--- src/rtl/oldland_memstage.sv ---
// oldland_memstage
//   Memory-access stage behind execute. Runs the data-bus handshake for
//   loads and stores, and the start/done handshake for cache maintenance.
//   It places store data on the correct byte lanes and zero-extends load data.
//   It produces the registered writeback and a one-cycle data_abort.
//   While busy is high, execute holds every request input stable.
// Ports
//   clk, rst                     clock, synchronous active-high reset
//   mem_load/mem_store/mem_width request kind and access width
//   mar, mdr                     byte address, store data (low bits)
//   wr_val, wr_result, rd_sel    non-memory result and destination
//   i_valid, pc_plus_4           instruction valid and its pc+4
//   cache_instr, cache_op        cache maintenance request
//   d_*                          data bus (address/lanes/data/strobe/request, ack/error/read data)
//   dc_start/dc_op/dc_done       cache-op handshake
//   busy, data_abort             stall and fault pulse back to execute
//   mwb_*, i_valid_out, pc_plus_4_out  registered writeback / retire
module oldland_memstage #(
    parameter int unsigned TIMEOUT_CYCLES = 255
) (
    input  logic        clk,
    input  logic        rst,
    input  logic        mem_load,
    input  logic        mem_store,
    input  logic [1:0]  mem_width,
    input  logic [31:0] mar,
    input  logic [31:0] mdr,
    input  logic [31:0] wr_val,
    input  logic        wr_result,
    input  logic [3:0]  rd_sel,
    input  logic        i_valid,
    input  logic [31:0] pc_plus_4,
    input  logic        cache_instr,
    input  logic [1:0]  cache_op,
    output logic [31:0] d_addr,
    output logic [3:0]  d_bytesel,
    output logic [31:0] d_wr_val,
    output logic        d_wr_en,
    output logic        d_access,
    input  logic        d_ack,
    input  logic        d_error,
    input  logic [31:0] d_data,
    output logic        dc_start,
    output logic [1:0]  dc_op,
    input  logic        dc_done,
    output logic        busy,
    output logic        data_abort,
    output logic [31:0] mwb_val,
    output logic        mwb_en,
    output logic [3:0]  mwb_rd_sel,
    output logic        i_valid_out,
    output logic [31:0] pc_plus_4_out
);

    typedef enum logic [1:0] {S_IDLE, S_WAIT_ACK, S_WAIT_CACHE} state_t;

    // With TIMEOUT_CYCLES == 0 this wraps to all-ones, but the timeout is gated off anyway.
    localparam logic [31:0] TO_LAST = 32'(TIMEOUT_CYCLES) - 32'd1;
    localparam bit          TO_EN   = (TIMEOUT_CYCLES != 0);

    state_t      state;
    logic [31:0] count;

    logic is_byte, is_half, is_word;
    logic req, misaligned, term, timeout, cache_req, completing, fault;
    logic in_idle, in_wait_ack, in_wait_cache;
    logic [31:0] shifted, load_data;

    assign is_byte = (mem_width == 2'b00);
    assign is_half = (mem_width == 2'b01);
    assign is_word = mem_width[1];

    assign in_idle       = (state == S_IDLE);
    assign in_wait_ack   = (state == S_WAIT_ACK);
    assign in_wait_cache = (state == S_WAIT_CACHE);

    assign req        = i_valid & (mem_load | mem_store);
    assign misaligned = (is_half & mar[0]) | (is_word & |mar[1:0]);
    assign term       = d_ack | d_error;
    assign cache_req  = in_idle & i_valid & cache_instr;

    assign d_access = (in_idle & req & ~misaligned) | in_wait_ack;
    assign d_wr_en  = d_access & mem_store;
    assign d_addr   = {mar[31:2], 2'b00};
    assign dc_op    = cache_op;

    assign timeout = TO_EN & in_wait_ack & (count == TO_LAST) & ~term;

    assign busy = (d_access & ~term & ~timeout) | cache_req | (in_wait_cache & ~dc_done);

    // Execute holds i_valid through a stall, so retiring is just "valid and not stalled".
    assign completing = i_valid & ~busy;
    // A simultaneous ack and error counts as an error.
    assign fault      = (in_idle & req & misaligned) | (d_access & d_error) | timeout;

    // Little-endian lanes: byte k occupies bits [8k+7:8k].
    always_comb begin
        d_bytesel = 4'b1111;
        d_wr_val  = mdr;
        if (is_byte) begin
            d_bytesel = 4'b0001 << mar[1:0];
            d_wr_val  = {4{mdr[7:0]}};
        end else if (is_half) begin
            d_bytesel = mar[1] ? 4'b1100 : 4'b0011;
            d_wr_val  = {2{mdr[15:0]}};
        end
    end

    assign shifted = d_data >> {mar[1:0], 3'b000};

    always_comb begin
        load_data = d_data;
        if (is_byte)
            load_data = {24'b0, shifted[7:0]};
        else if (is_half)
            load_data = {16'b0, shifted[15:0]};
    end

    always_ff @(posedge clk) begin
        if (rst) begin
            state         <= S_IDLE;
            count         <= '0;
            dc_start      <= 1'b0;
            data_abort    <= 1'b0;
            mwb_val       <= '0;
            mwb_en        <= 1'b0;
            mwb_rd_sel    <= '0;
            i_valid_out   <= 1'b0;
            pc_plus_4_out <= '0;
        end else begin
            dc_start <= cache_req;

            unique case (state)
                S_IDLE: begin
                    if (cache_req)
                        state <= S_WAIT_CACHE;
                    else if (d_access & ~term)
                        state <= S_WAIT_ACK;
                end
                S_WAIT_ACK: begin
                    if (term | timeout)
                        state <= S_IDLE;
                end
                S_WAIT_CACHE: begin
                    if (dc_done)
                        state <= S_IDLE;
                end
                default: state <= S_IDLE;
            endcase

            if (in_wait_ack & ~(term | timeout))
                count <= count + 32'd1;
            else
                count <= '0;

            // Retire. Stall cycles produce a bubble, and the faulting instruction never writes back.
            mwb_en      <= completing & wr_result & ~fault;
            i_valid_out <= completing;
            data_abort  <= completing & fault;
            if (completing) begin
                mwb_val       <= (mem_load & req) ? load_data : wr_val;
                mwb_rd_sel    <= rd_sel;
                pc_plus_4_out <= pc_plus_4;
            end
        end
    end

endmodule
--- config.mk ---
export PLATFORM = sky130hd
export DESIGN_NAME = oldland_memstage
export DESIGN_NICKNAME = d
export VERILOG_FILES = /design/src/rtl/oldland_memstage.sv
export SDC_FILE = /design/constraint.sdc
export NUM_CORES = 1
export LEC_CHECK = 0
export BUFFER_PORTS_ARGS = -buffer_cell sky130_fd_sc_hd__clkbuf_2
export CORE_AREA = 2 2 126 128
export CTS_CLUSTER_DIAMETER = 200
export CTS_CLUSTER_SIZE = 25
export DETAILED_ROUTE_END_ITERATION = 16
export DIE_AREA = 0 0 128 130
export PLACE_DENSITY_LB_ADDON = 0.3
export SLEW_MARGIN = 20
export SYNTH_ARGS = -nofsm -noshare
export SYNTH_HDL_FRONTEND = slang
export SYNTH_SLANG_ARGS = --single-unit
--- constraint.sdc ---
create_clock -name clk -period 1.95 [get_ports clk]
set_input_delay 0.2925 -clock clk [delete_from_list [all_inputs] [get_ports clk]]
set_output_delay 0.2925 -clock clk [all_outputs]
set_load 0.01 [all_outputs]
==> metrics.md, run 1 <==
| Metric | Value |
|---|---|
| Final period util | 104% |
| Fmax | roughly 490 MHz |
| FILL cells | 1389 |
| Synth top area share | between 30% and 40% |
| Sequential-to-total area share from yosys stat | roughly 35% |
| Crit-path most repeated cell | nor3_2 |
| IO Count | between 300 and 400 |
| VDD IR-drop max | approximately 0.00052 V |
| RR Startpoint | state[0] |
| P_sw | 0.00159 W |
| Die X | 128 um |
| Per-cell routed wire length | 17.8 um |
| Clock power frac | between 30% and 40% |
| Critical path launch point type | flop |
| Initial antenna violation count | 0 |
| CP peak stage delay | around 0.35 ns |
| Critical path type | flop to output port |
| MaxCap Viol Count | 0 |
| Top-count cell post-synth | dfxtp_1 |
| GRT overflow | 0 |
| Sequential power share | ~42% |
| Hold path startpoint | pc_plus_4[8] |
| Grt met1 use | a little under a third |
| Synthesized area | 6120 um^2 |
| Vias in the first global route | 5624 |
| Main flop type after synthesis | dfxtp_1 |
| Tmin final | 2.02 ns |
| Max FO, Critical Path | 5 |
| Failing checks | negative setup slack |
| Synth top cells by count | dfxtp_1 (106), nand3_1 (74), a21oi_1 (70) |
| RSZ-0062 raised after global routing | true |
| # setup viols final | roughly 40 |
| Die height | ~130 um |
| Final Worst Setup Slack | -0.0739 ns |
| Register bit count reported by yosys | ~110 |
| Dpl hpwl | approximately 15000 um |
| P per Cell Area | slightly above 600 nW/um^2 |
| Largest net degree at the start of global routing | ~70 |
| Combinational share of power | between 20% and 30% |
| Slew headroom | about half |
| CTS Buffer Depth | 2 |
| Iteration-0 DRC Markers | between 400 and 500 |
| Via Count | around 6500 |
| Post-synth top area cell | dfxtp_1 |
| # diodes | 0 |
| CTS tree | done |
| First-pass DRT Iterations | 7 |
| Leakage power | ~3.8 nW |
| Root Buffer | clkbuf_16 |
| Met3 Use GR | 4.18% |
| Crit-path cells | buf_6 > nor3_2 > nor3_2 > nand3b_1 > o21ai_2 > clkbuf_2 |
| Worst Path Required | ~1.7 ns |
| Synthesis warning total | 0 |
| Rows | 46 |
| Status | finished, violations left |
| Final ANT Viol Nets | 0 |
| Crit end category | output port |
| Slowest CP cell | dfxtp_2 |
| Switching Fraction | 29.1% |
| P&R area growth vs syn | 43.8% |
| Clock skew | 0.00983 ns |
| Area contributors post-synth | dfxtp_1 (35%), mux2_2 (7.0%), o211ai_1 (6.1%), nand3_1 (6.0%), a21oi_1 (5.7%) |
| Worst slew pin tran | roughly 0.73 ns |
| Clk_lat worst skew | 0.36 ns |
| Hold Fails Final Rpt | 0 |
| Die ar. | approximately 17000 um^2 |
| Final GP Congestion | 0.867 |
| # DRC | 0 |
| Port Buffers | approximately 260 |
| Post-synth ARST share | 0% |
| Via-to-Cell Ratio | approximately 5.4 |
| Worst min path class | primary input to flop |
| Core ar. | 15400 um^2 |
| Final-report max-slew violation count | 0 |
| Cell count after synthesis | around 760 |
| GRT Util Overall | approximately 22% |
| TritonCTS Sinks | roughly 110 |
| Hold Crit Depth | 3 |
| Finished Core Util | around 57% |
| Synth cell types | 47 |
| Cell internal pwr | just under 0.004 W |
| Starting Density | between 30 and 40% |
| Global-route wire length before repair | 29300 um |
| Synthesized area per cell | just over 8 um^2 |
| Origin of the worst setup path | state[0] |
| Clock transition at path regs | roughly 0.08 ns |
| Arr. time, crit path | around 1.7 ns |
| Drt total wl | between 20000 and 25000 um |
| H-tree Lvls | 3 |
| Final net count | between 1000 and 1500 |
| GR Util met2 | 35.4% |
| GRT busiest layer | met2 |
| Worst-case reg-to-reg path depth | 8 |
| Share of layout cells above drive strength 1 | between 40% and 50% |
| EDFF count, synth | 0 |
| Setup total negative slack | -1.43 ns |
| TritonCTS Buffers | 9 |
-- cell families after synthesis --
group	count (synthesis)	synth area share (%)
other cells	1	0.0613
flops	106	34.7
buf+inv	114	9.99
xor+xnor	30	4.29
compound gates	173	18.1
mux	56	9.95
fa+ha+maj	2	0.409
simple gates	275	22.5
-- worst paths after layout --
path              slack, ns          endpoint
setup / recovery      -0.07              busy
hold / removal         0.18  pc_plus_4_out[8]
setup reg to reg      -0.06        mwb_val[7]
hold reg to reg        0.47        mwb_val[5]
-- power groups by stage --
stage | Clock [W] | Combinational (W) | Sequential (W)
after floorplan | 0 | 0.000561 | 0.00238
after global placement | 0 | 0.00100 | 0.00235
after detailed placement | 0 | 0.00101 | 0.00235
after CTS | 0.00210 | 0.00102 | 0.00230
after global routing | 0.00217 | 0.00121 | 0.00232
final | 0.00206 | 0.00111 | 0.00231
-- worst max-delay path, delay by kind of cell (launching register included) --
family	cells	cell delay, ns
DFF	1	0.35
buffers and inverters	2	0.31
AOI/OAI and AO/OA	1	0.27
and+or+nand+nor	3	0.44
-- cell type report --
class | count | area (um^2) | share of cell area [%]
Clock buffer | 10 | 250 | 2.84
Clock inverter | 6 | 88.8 | 1.01
Inverter | 7 | 26.3 | 0.299
Multi-Input combinational cell | 538 | 3880 | 44.1
Sequential cell | 106 | 2130 | 24.3
Tap cell | 192 | 240 | 2.73
Timing Repair Buffer | 343 | 2180 | 24.8
-- routing by layer --
layer  wire length, um  share of wire [%]  vias up
met5                 0                  0        -
met4               556                2.6        0
met3              1430                6.7       37
met2             10200                 48      259
met1              9220                 43     3034
li1                  -                  -     3174
-- what timing repair did --
| item | 4_1_cts | 5_1_grt |
|---|---|---|
| endpoints found under the setup margin | 90 | 77 |
| cloned | 0 | 8 |
| buffers inserted | 6 | 1 |
| gates resized for setup | 29 | 85 |
| pin swaps | 14 | 35 |
| hold buffers | 0 | 0 |
-- placed cells by master (no fill, tap or decap), types with 3 or more instances in the layout --
| cell | n |
|---|---|
| a21oi_1 | 54 |
| a21oi_2 | 16 |
| a222oi_1 | 7 |
| a22oi_1 | 7 |
| and3_1 | 5 |
| and4_1 | 4 |
| buf_12 | 7 |
| buf_4 | 64 |
| buf_6 | 10 |
| clkbuf_16 | 16 |
| clkbuf_2 | 253 |
| dfxtp_1 | 98 |
| dfxtp_2 | 7 |
| inv_1 | 5 |
| inv_8 | 3 |
| mux2_2 | 38 |
| mux2i_1 | 17 |
| nand2_1 | 59 |
| nand2b_1 | 3 |
| nand3_1 | 45 |
| nand3_2 | 19 |
| nand3_4 | 10 |
| nand4_1 | 14 |
| nor2_1 | 39 |
| nor2_2 | 6 |
| nor2b_1 | 32 |
| nor3_1 | 6 |
| nor4_1 | 7 |
| nor4_2 | 3 |
| o211ai_1 | 50 |
| o21ai_0 | 26 |
| xnor2_1 | 9 |
| xor2_1 | 21 |
-- stage by stage --
| stage | cells | worst slack [ns] | cell area, um^2 | power (W) | hold slack [ns] |
|---|---|---|---|---|---|
| floorplan | 758 | -0.0526 | 6170 | 0.00294 | 0.436 |
| global placement | 1173 | -0.106 | 7730 | 0.00335 | 0.448 |
| detailed placement | 1173 | -0.0973 | 7730 | 0.00335 | 0.454 |
| CTS | 1193 | -0.0238 | 8220 | 0.00542 | 0.161 |
| global route | 1202 | -0.113 | 8800 | 0.00569 | 0.186 |
| finish | 1202 | -0.0739 | 8800 | 0.00548 | 0.177 |
-- flip-flops by register name (all words and copies together) (netlist names) --
signal,flops
count,32
data_abort,1
dc_start,1
i_valid_out,1
mwb_en,1
mwb_rd_sel,4
mwb_val,32
pc_plus_4_out,32
state,2
Power figures use the tool's default switching activity.
==> run 2: changes to the inputs <==
--- a/config.mk
+++ b/config.mk
@@ -11,8 +11,10 @@
 export CTS_CLUSTER_SIZE = 25
 export DETAILED_ROUTE_END_ITERATION = 16
 export DIE_AREA = 0 0 128 130
+export GPL_TIMING_DRIVEN = 0
 export PLACE_DENSITY_LB_ADDON = 0.3
-export SLEW_MARGIN = 20
+export SLEW_MARGIN = 25
 export SYNTH_ARGS = -nofsm -noshare
 export SYNTH_HDL_FRONTEND = slang
 export SYNTH_SLANG_ARGS = --single-unit
+export TNS_END_PERCENT = 5
==> metrics.md, run 2 (same netlist as run 1, synthesis figures left out) <==
| Metric | Value |
|---|---|
| Leakage power | 3.79 nW (+0.11%) |
| RSZ-0062 raised after global routing | true |
| Failing checks | negative setup slack |
| Tmin final | 2.23 ns (+0.210 ns) |
| Vias in the first global route | 5902 (+4.9%) |
| Final period util | 115% (+11 points) |
| IO Count | 323 (unchanged) |
| Largest net degree at the start of global routing | 20 (-71%) |
| First-pass DRT Iterations | 6 (-1) |
| # setup viols final | 44 (+7.3%) |
| Final cell count without fillers | 1264 (+5.2%) |
| # DRC | 0 (unchanged) |
| GR Util met2 | 36.6% (+1.1 points) |
| Per-cell routed wire length | 17.2 um (-3.1%) |
| GRT overflow | 0 (unchanged) |
| Grt met1 use | 35.5% (+4.7 points) |
| Clock skew | 0.00804 ns (-0.00179 ns) |
| Top delay family on crit path | simple AND/OR/NAND/NOR gates |
| Slowest CP cell | dfxtp_1 |
| Clk_lat worst skew | 0.36 ns (about the same) |
| Final net count | 1247 (+5.2%) |
| Setup total negative slack | -6.11 ns (-4.68 ns) |
| # diodes | 0 (unchanged) |
| Via-to-Cell Ratio | 5.39 (-0.31%) |
| Clock transition at path regs | 0.08 ns (about the same) |
| Port Buffers | 285 (+11%) |
| Iteration-0 DRC Markers | 530 (+23%) |
| TritonCTS Buffers | 9 (unchanged) |
| Buf+Inv Stages, Crit Path | 3 (+1) |
| GRT Util Overall | 24.4% (+2.0 points) |
| Fmax | 448 MHz (-9.4%) |
| Hold Fails Final Rpt | 0 (unchanged) |
| CTS Buffer Depth | 2 (unchanged) |
| GRT busiest layer | met2 |
| Initial antenna violation count | 0 (unchanged) |
| Final ANT Viol Nets | 0 (unchanged) |
| Crit-path cells | nor4_2 > nand4_1 > nor3_4 > buf_6 > buf_6 > o21ai_4 > buf_6 |
| Crit end category | output port |
| Status | finished, violations left |
| Regs by FF count | count (32), mwb_val (32), pc_plus_4_out (32) |
| Arr. time, crit path | 1.94 ns (+0.21 ns) |
| Critical path type | flop to output port |
| P per Cell Area | 622 nW/um^2 (-0.12%) |
| Met3 Use GR | 4.06% (-0.12 points) |
| Share of layout cells above drive strength 1 | 43.3% (-4.5 points) |
| Critical path launch point type | flop |
| Dpl hpwl | 16900 um (+13%) |
| H-tree Lvls | 3 (unchanged) |
| Starting Density | 39.7% (unchanged) |
| VDD IR-drop max | 0.000459 V (-12%) |
| Max FO, Critical Path | 5 (unchanged) |
| Drt total wl | 21800 um (+1.9%) |
| Most common cell after layout, fill and taps aside | clkbuf_2 |
| Final GP Congestion | 0.915 (+5.5%) |
| Worst Path Required | 1.66 ns (about the same) |
| Die X | 128 um (unchanged) |
| Worst min path class | primary input to flop |
| Core ar. | 15400 um^2 (unchanged) |
| Global-route wire length before repair | 31600 um (+8.1%) |
| Crit-path most repeated cell | buf_6 |
| Placed instance count | 1235 (+5.3%) |
| Die height | 130 um (unchanged) |
| Most frequent cells in the layout | clkbuf_2 (289), dfxtp_1 (101), nand3_1 (73) |
| Root Buffer | clkbuf_16 |
| Final-report max-slew violation count | 0 (unchanged) |
| Via Count | 6818 (+4.8%) |
| CTS tree | done |
| Rows | 46 (unchanged) |
| TritonCTS Sinks | 106 (unchanged) |
| Final Worst Setup Slack | -0.284 ns (-0.210 ns) |
| CP peak stage delay | 0.37 ns (+0.02 ns) |
| MaxCap Viol Count | 0 (unchanged) |
| P&R area growth vs syn | 38.7% |
| Slew headroom | 61.6% (+10 points) |
| Die ar. | 16600 um^2 (unchanged) |
| Worst slew pin tran | 0.577 ns (-0.151 ns) |
| Hold buffer count at CTS | 0 (unchanged) |
-- run 2: path summary, 6_finish.rpt --
kind                                         from           endpoint  slack, ns  depth (start not counted)
worst max register to register           state[0]         mwb_val[7]      -0.19                          9
worst max-delay path                    count[16]               busy      -0.28                          7
worst min-delay path                pc_plus_4[16]  pc_plus_4_out[16]       0.18                          3
worst min register to register  pc_plus_4_out[15]  pc_plus_4_out[15]       0.47                          2
-- run 2: metal layers --
| layer | share of wire [%] | routed length, um | vias to the layer above |
|---|---|---|---|
| li1 | - | - | 3299 |
| met1 | 45 | 9810 | 3167 |
| met5 | 0 | 0 | - |
| met2 | 45 | 9770 | 322 |
| met3 | 7.8 | 1690 | 30 |
| met4 | 2.4 | 524 | 0 |
-- run 2: cell type report --
cell class	instances	area [um^2]
buffer	106	657
clock buffer	11	253
clock inverter	5	42.5
fill	1488	6930
inverter	7	28.8
multi-input combinational	538	3600
sequential	106	2140
tap	192	240
timing repair buffer	299	1540
-- run 2: stage by stage --
stage | area (um^2) | total power [W] | setup WS, ns | hold slack [ns] | util, %
3_5_place_dp | 7840 | 0.00344 | -0.566 | 0.455 | 50.8
6_report | 8490 | 0.00528 | -0.284 | 0.183 | 55.1
3_3_place_gp | 7830 | 0.00343 | -0.571 | 0.445 | 50.8
2_1_floorplan | 6160 | 0.00294 | -0.0526 | 0.436 | -
4_1_cts | 8350 | 0.00529 | -0.223 | 0.176 | 54.1
5_1_grt | 8490 | 0.00551 | -0.367 | 0.189 | 55.1
-- run 2: worst reg2reg max path: stages, from the launching register on --
cell and delay, ns:
dfxtp_1 0.33, buf_6 0.12, buf_4 0.15, nor2_2 0.06, a211oi_4 0.29, or4b_1 0.49, buf_6 0.16, buf_2 0.19
nand4_1 0.12, o41ai_1 0.08
-- run 2: repair_timing --
item,in CTS,in global routing
endpoints found under the setup margin,131,111
pin swaps,6,5
gates cloned,0,0
resized for setup,46,35
buffers inserted,9,5
-- run 2: where the power goes --
group          internal (W)  switching (W)  leakage [nW]
registers           0.00225      0.0000498         0.866
logic              0.000523       0.000612          2.77
clock network      0.000957       0.000891         0.148
total               0.00373        0.00155          3.79
==> run 3: changes to the inputs <==
--- a/config.mk
+++ b/config.mk
@@ -6,11 +6,11 @@
 export NUM_CORES = 1
 export LEC_CHECK = 0
 export BUFFER_PORTS_ARGS = -buffer_cell sky130_fd_sc_hd__clkbuf_2
-export CORE_AREA = 2 2 126 128
+export CORE_AREA = 2 2 124 126
 export CTS_CLUSTER_DIAMETER = 200
 export CTS_CLUSTER_SIZE = 25
 export DETAILED_ROUTE_END_ITERATION = 16
-export DIE_AREA = 0 0 128 130
+export DIE_AREA = 0 0 126 128
 export GPL_TIMING_DRIVEN = 0
 export PLACE_DENSITY_LB_ADDON = 0.3
 export SLEW_MARGIN = 25
==> constraint.sdc (replaced) <==
create_clock -name clk -period 2.8 [get_ports clk]
set_input_delay 0.42 -clock clk [delete_from_list [all_inputs] [get_ports clk]]
set_output_delay 0.42 -clock clk [all_outputs]
set_load 0.01 [all_outputs]
==> metrics.md, run 3 (same netlist as run 1, synthesis figures left out) <==
| Metric | Value |
|---|---|
| Setup total negative slack | 0 ns (+6.11 ns) |
| Initial antenna violation count | 0 (unchanged) |
| CTS Buffer Depth | 2 (unchanged) |
| Clock transition at path regs | 0.07 ns (about the same) |
| # setup viols final | 0 (-100%) |
| First-pass DRT Iterations | 6 (unchanged) |
| Rows | 45 (-2.2%) |
| Worst min path class | primary input to flop |
| Switching Fraction | 29.2% (-0.19 points) |
| # diodes | 0 (unchanged) |
| P&R area growth vs syn | 32.2% |
| RR Startpoint | state[1] |
| GRT Util Overall | 24.3% (-0.093 points) |
| Clock power frac | 34.5% (-0.5 points) |
| CTS tree | done |
| Iteration-0 DRC Markers | 557 (+5.1%) |
| MaxCap Viol Count | 0 (unchanged) |
| Final net count | 1233 (-1.1%) |
| Drt total wl | 20800 um (-4.6%) |
| Hold path startpoint | wr_result |
| Port Buffers | 285 (unchanged) |
| Leakage power | 3.58 nW (-5.4%) |
| Core ar. | 14900 um^2 (-3.6%) |
| Per-cell routed wire length | 16.7 um (-3.2%) |
| Hold Slack | 0.309 ns (+0.125 ns) |
| Via Count | 6643 (-2.6%) |
| Worst Path Required | 2.38 ns (+0.72 ns) |
| Arr. time, crit path | 2.16 ns (+0.22 ns) |
| TritonCTS Sinks | 106 (unchanged) |
| Hold Fails Final Rpt | 0 (unchanged) |
| Final-report max-slew violation count | 0 (unchanged) |
| Clk_lat worst skew | 0.36 ns (about the same) |
| Max FO, Critical Path | 10 (+5) |
| Root Buffer | clkbuf_16 |
| Tmin final | roughly 2.6 ns |
| Final GP Congestion | 0.935 (+2.2%) |
| Die ar. | 16100 um^2 (-3.1%) |
| # DRC | 0 (unchanged) |
| Hold buffer count at CTS | 0 (unchanged) |
| Combinational share of power | 21.1% (-0.4 points) |
| Largest net degree at the start of global routing | 19 (-5.0%) |
| VDD IR-drop max | 0.000353 V (-23%) |
| Most frequent cells in the layout | clkbuf_2 (287), dfxtp_1 (106), nand3_1 (74) |
| Global-route wire length before repair | 31100 um (-1.8%) |
| Worst-case reg-to-reg path depth | 6 (-3) |
| Total Power | 0.00360 W (-32%) |
| Via-to-Cell Ratio | 5.33 (-1.2%) |
| Critical path type | primary input to output port |
| Dpl hpwl | 16500 um (-2.6%) |
| Die X | 126 um (-1.6%) |
| Origin of the worst setup path | mem_width[1] |
| Sequential power share | 44.4% (+0.9 points) |
| Critical path launch point type | primary input |
| Regs by FF count | count (32), mwb_val (32), pc_plus_4_out (32) |
| RSZ-0062 raised after global routing | false |
| H-tree Lvls | 3 (unchanged) |
| Final ANT Viol Nets | 0 (unchanged) |
| P_sw | 0.00105 W (-32%) |
| Slew headroom | 38.1% (-23 points) |
| Vias in the first global route | 5786 (-2.0%) |
| Status | completed |
| Final period util | around nine tenths |
| P per Cell Area | 445 nW/um^2 (-28%) |
| Most common cell after layout, fill and taps aside | clkbuf_2 |
| Clock skew | 0.00803 ns (-0.00000918 ns) |
| Share of layout cells above drive strength 1 | 38.8% (-4.5 points) |
| Cell internal pwr | 0.00255 W (-32%) |
| Worst slew pin tran | 0.922 ns (+0.345 ns) |
| TritonCTS Buffers | 9 (unchanged) |
| Crit end category | output port |
| IO Count | 323 (unchanged) |
| Fmax | about 390 MHz |
| Starting Density | 41.2% (+1.5 points) |
| Hold Crit Depth | 2 (-1) |
| GRT overflow | 0 (unchanged) |
| FILL cells | 1454 (-2.3%) |
| Die height | 128 um (-1.5%) |
run 3: cell count changes in the layout (fill, tap and decap cells not counted), moves of 4 or more:
| cell | previous run | this run |
|---|---|---|
| buf_2 | 14 | 19 |
| buf_4 | 62 | 44 |
| buf_6 | 6 | 0 |
| clkbuf_1 | 28 | 37 |
| dfxtp_1 | 101 | 106 |
| nor3_1 | 3 | 8 |
| nor4_1 | 7 | 11 |
| o21ai_0 | 23 | 27 |
run 3: final timing paths:
kind	slack [ns]	end
setup / recovery	0.22	d_wr_val[25]
hold reg to reg	0.46	mwb_val[15]
hold / removal	0.31	mwb_en
setup reg to reg	0.29	mwb_val[21]
run 3: final cells by class:
type | count | area (um^2) | share of cell area [%]
multi-input cells | 538 | 3410 | 42.1
clock buffers | 10 | 239 | 2.95
flip-flops and latches | 106 | 2120 | 26.2
well taps | 188 | 235 | 2.91
inverters | 7 | 26.3 | 0.325
repair buffers | 286 | 1430 | 17.7
clock inverters | 6 | 47.5 | 0.588
plain buffers | 105 | 582 | 7.19
run 3: power groups by stage:
stage	clock network, W	logic (W)	registers, W
6_report	0.00124	0.000760	0.00160
5_1_grt	0.00133	0.000823	0.00161
4_1_cts	0.00127	0.000757	0.00160
3_5_place_dp	0	0.000753	0.00164
3_3_place_gp	0	0.000748	0.00163
2_1_floorplan	0	0.000387	0.00166
run 3: layer usage:
layer  GRT usage [%]  routed length [um]  up-vias
li1                -                   -     3279
met1            34.4                9310     3030
met2            37.8                9480      306
met3            4.88                1650       28
met4            6.85                 351        0
met5               0                   0        -
run 3: metrics by stage:
step,util (%),area (um^2),std cells,setup slack (ns)
detailed placement,52.4,7790,1231,0.0844
finish,54.4,8090,1246,0.225
global placement,52.4,7790,1231,0.0971
global route,54.4,8090,1246,0.0330
floorplan,-,6130,758,0.623
CTS,54.5,8100,1248,0.0445
run 3: repair_timing:
item	in CTS	in global routing
buffers inserted	1	0
pin swaps	1	0
setup endpoints to repair	1	7
gates resized for setup	3	3
run 3: critical path, cell delays in order:
cell and delay, ns:
clkbuf_2 0.14, clkbuf_1 0.36, clkbuf_2 0.32, buf_1 0.35, nand2_1 0.08, o21ai_0 0.24, clkbuf_2 0.24
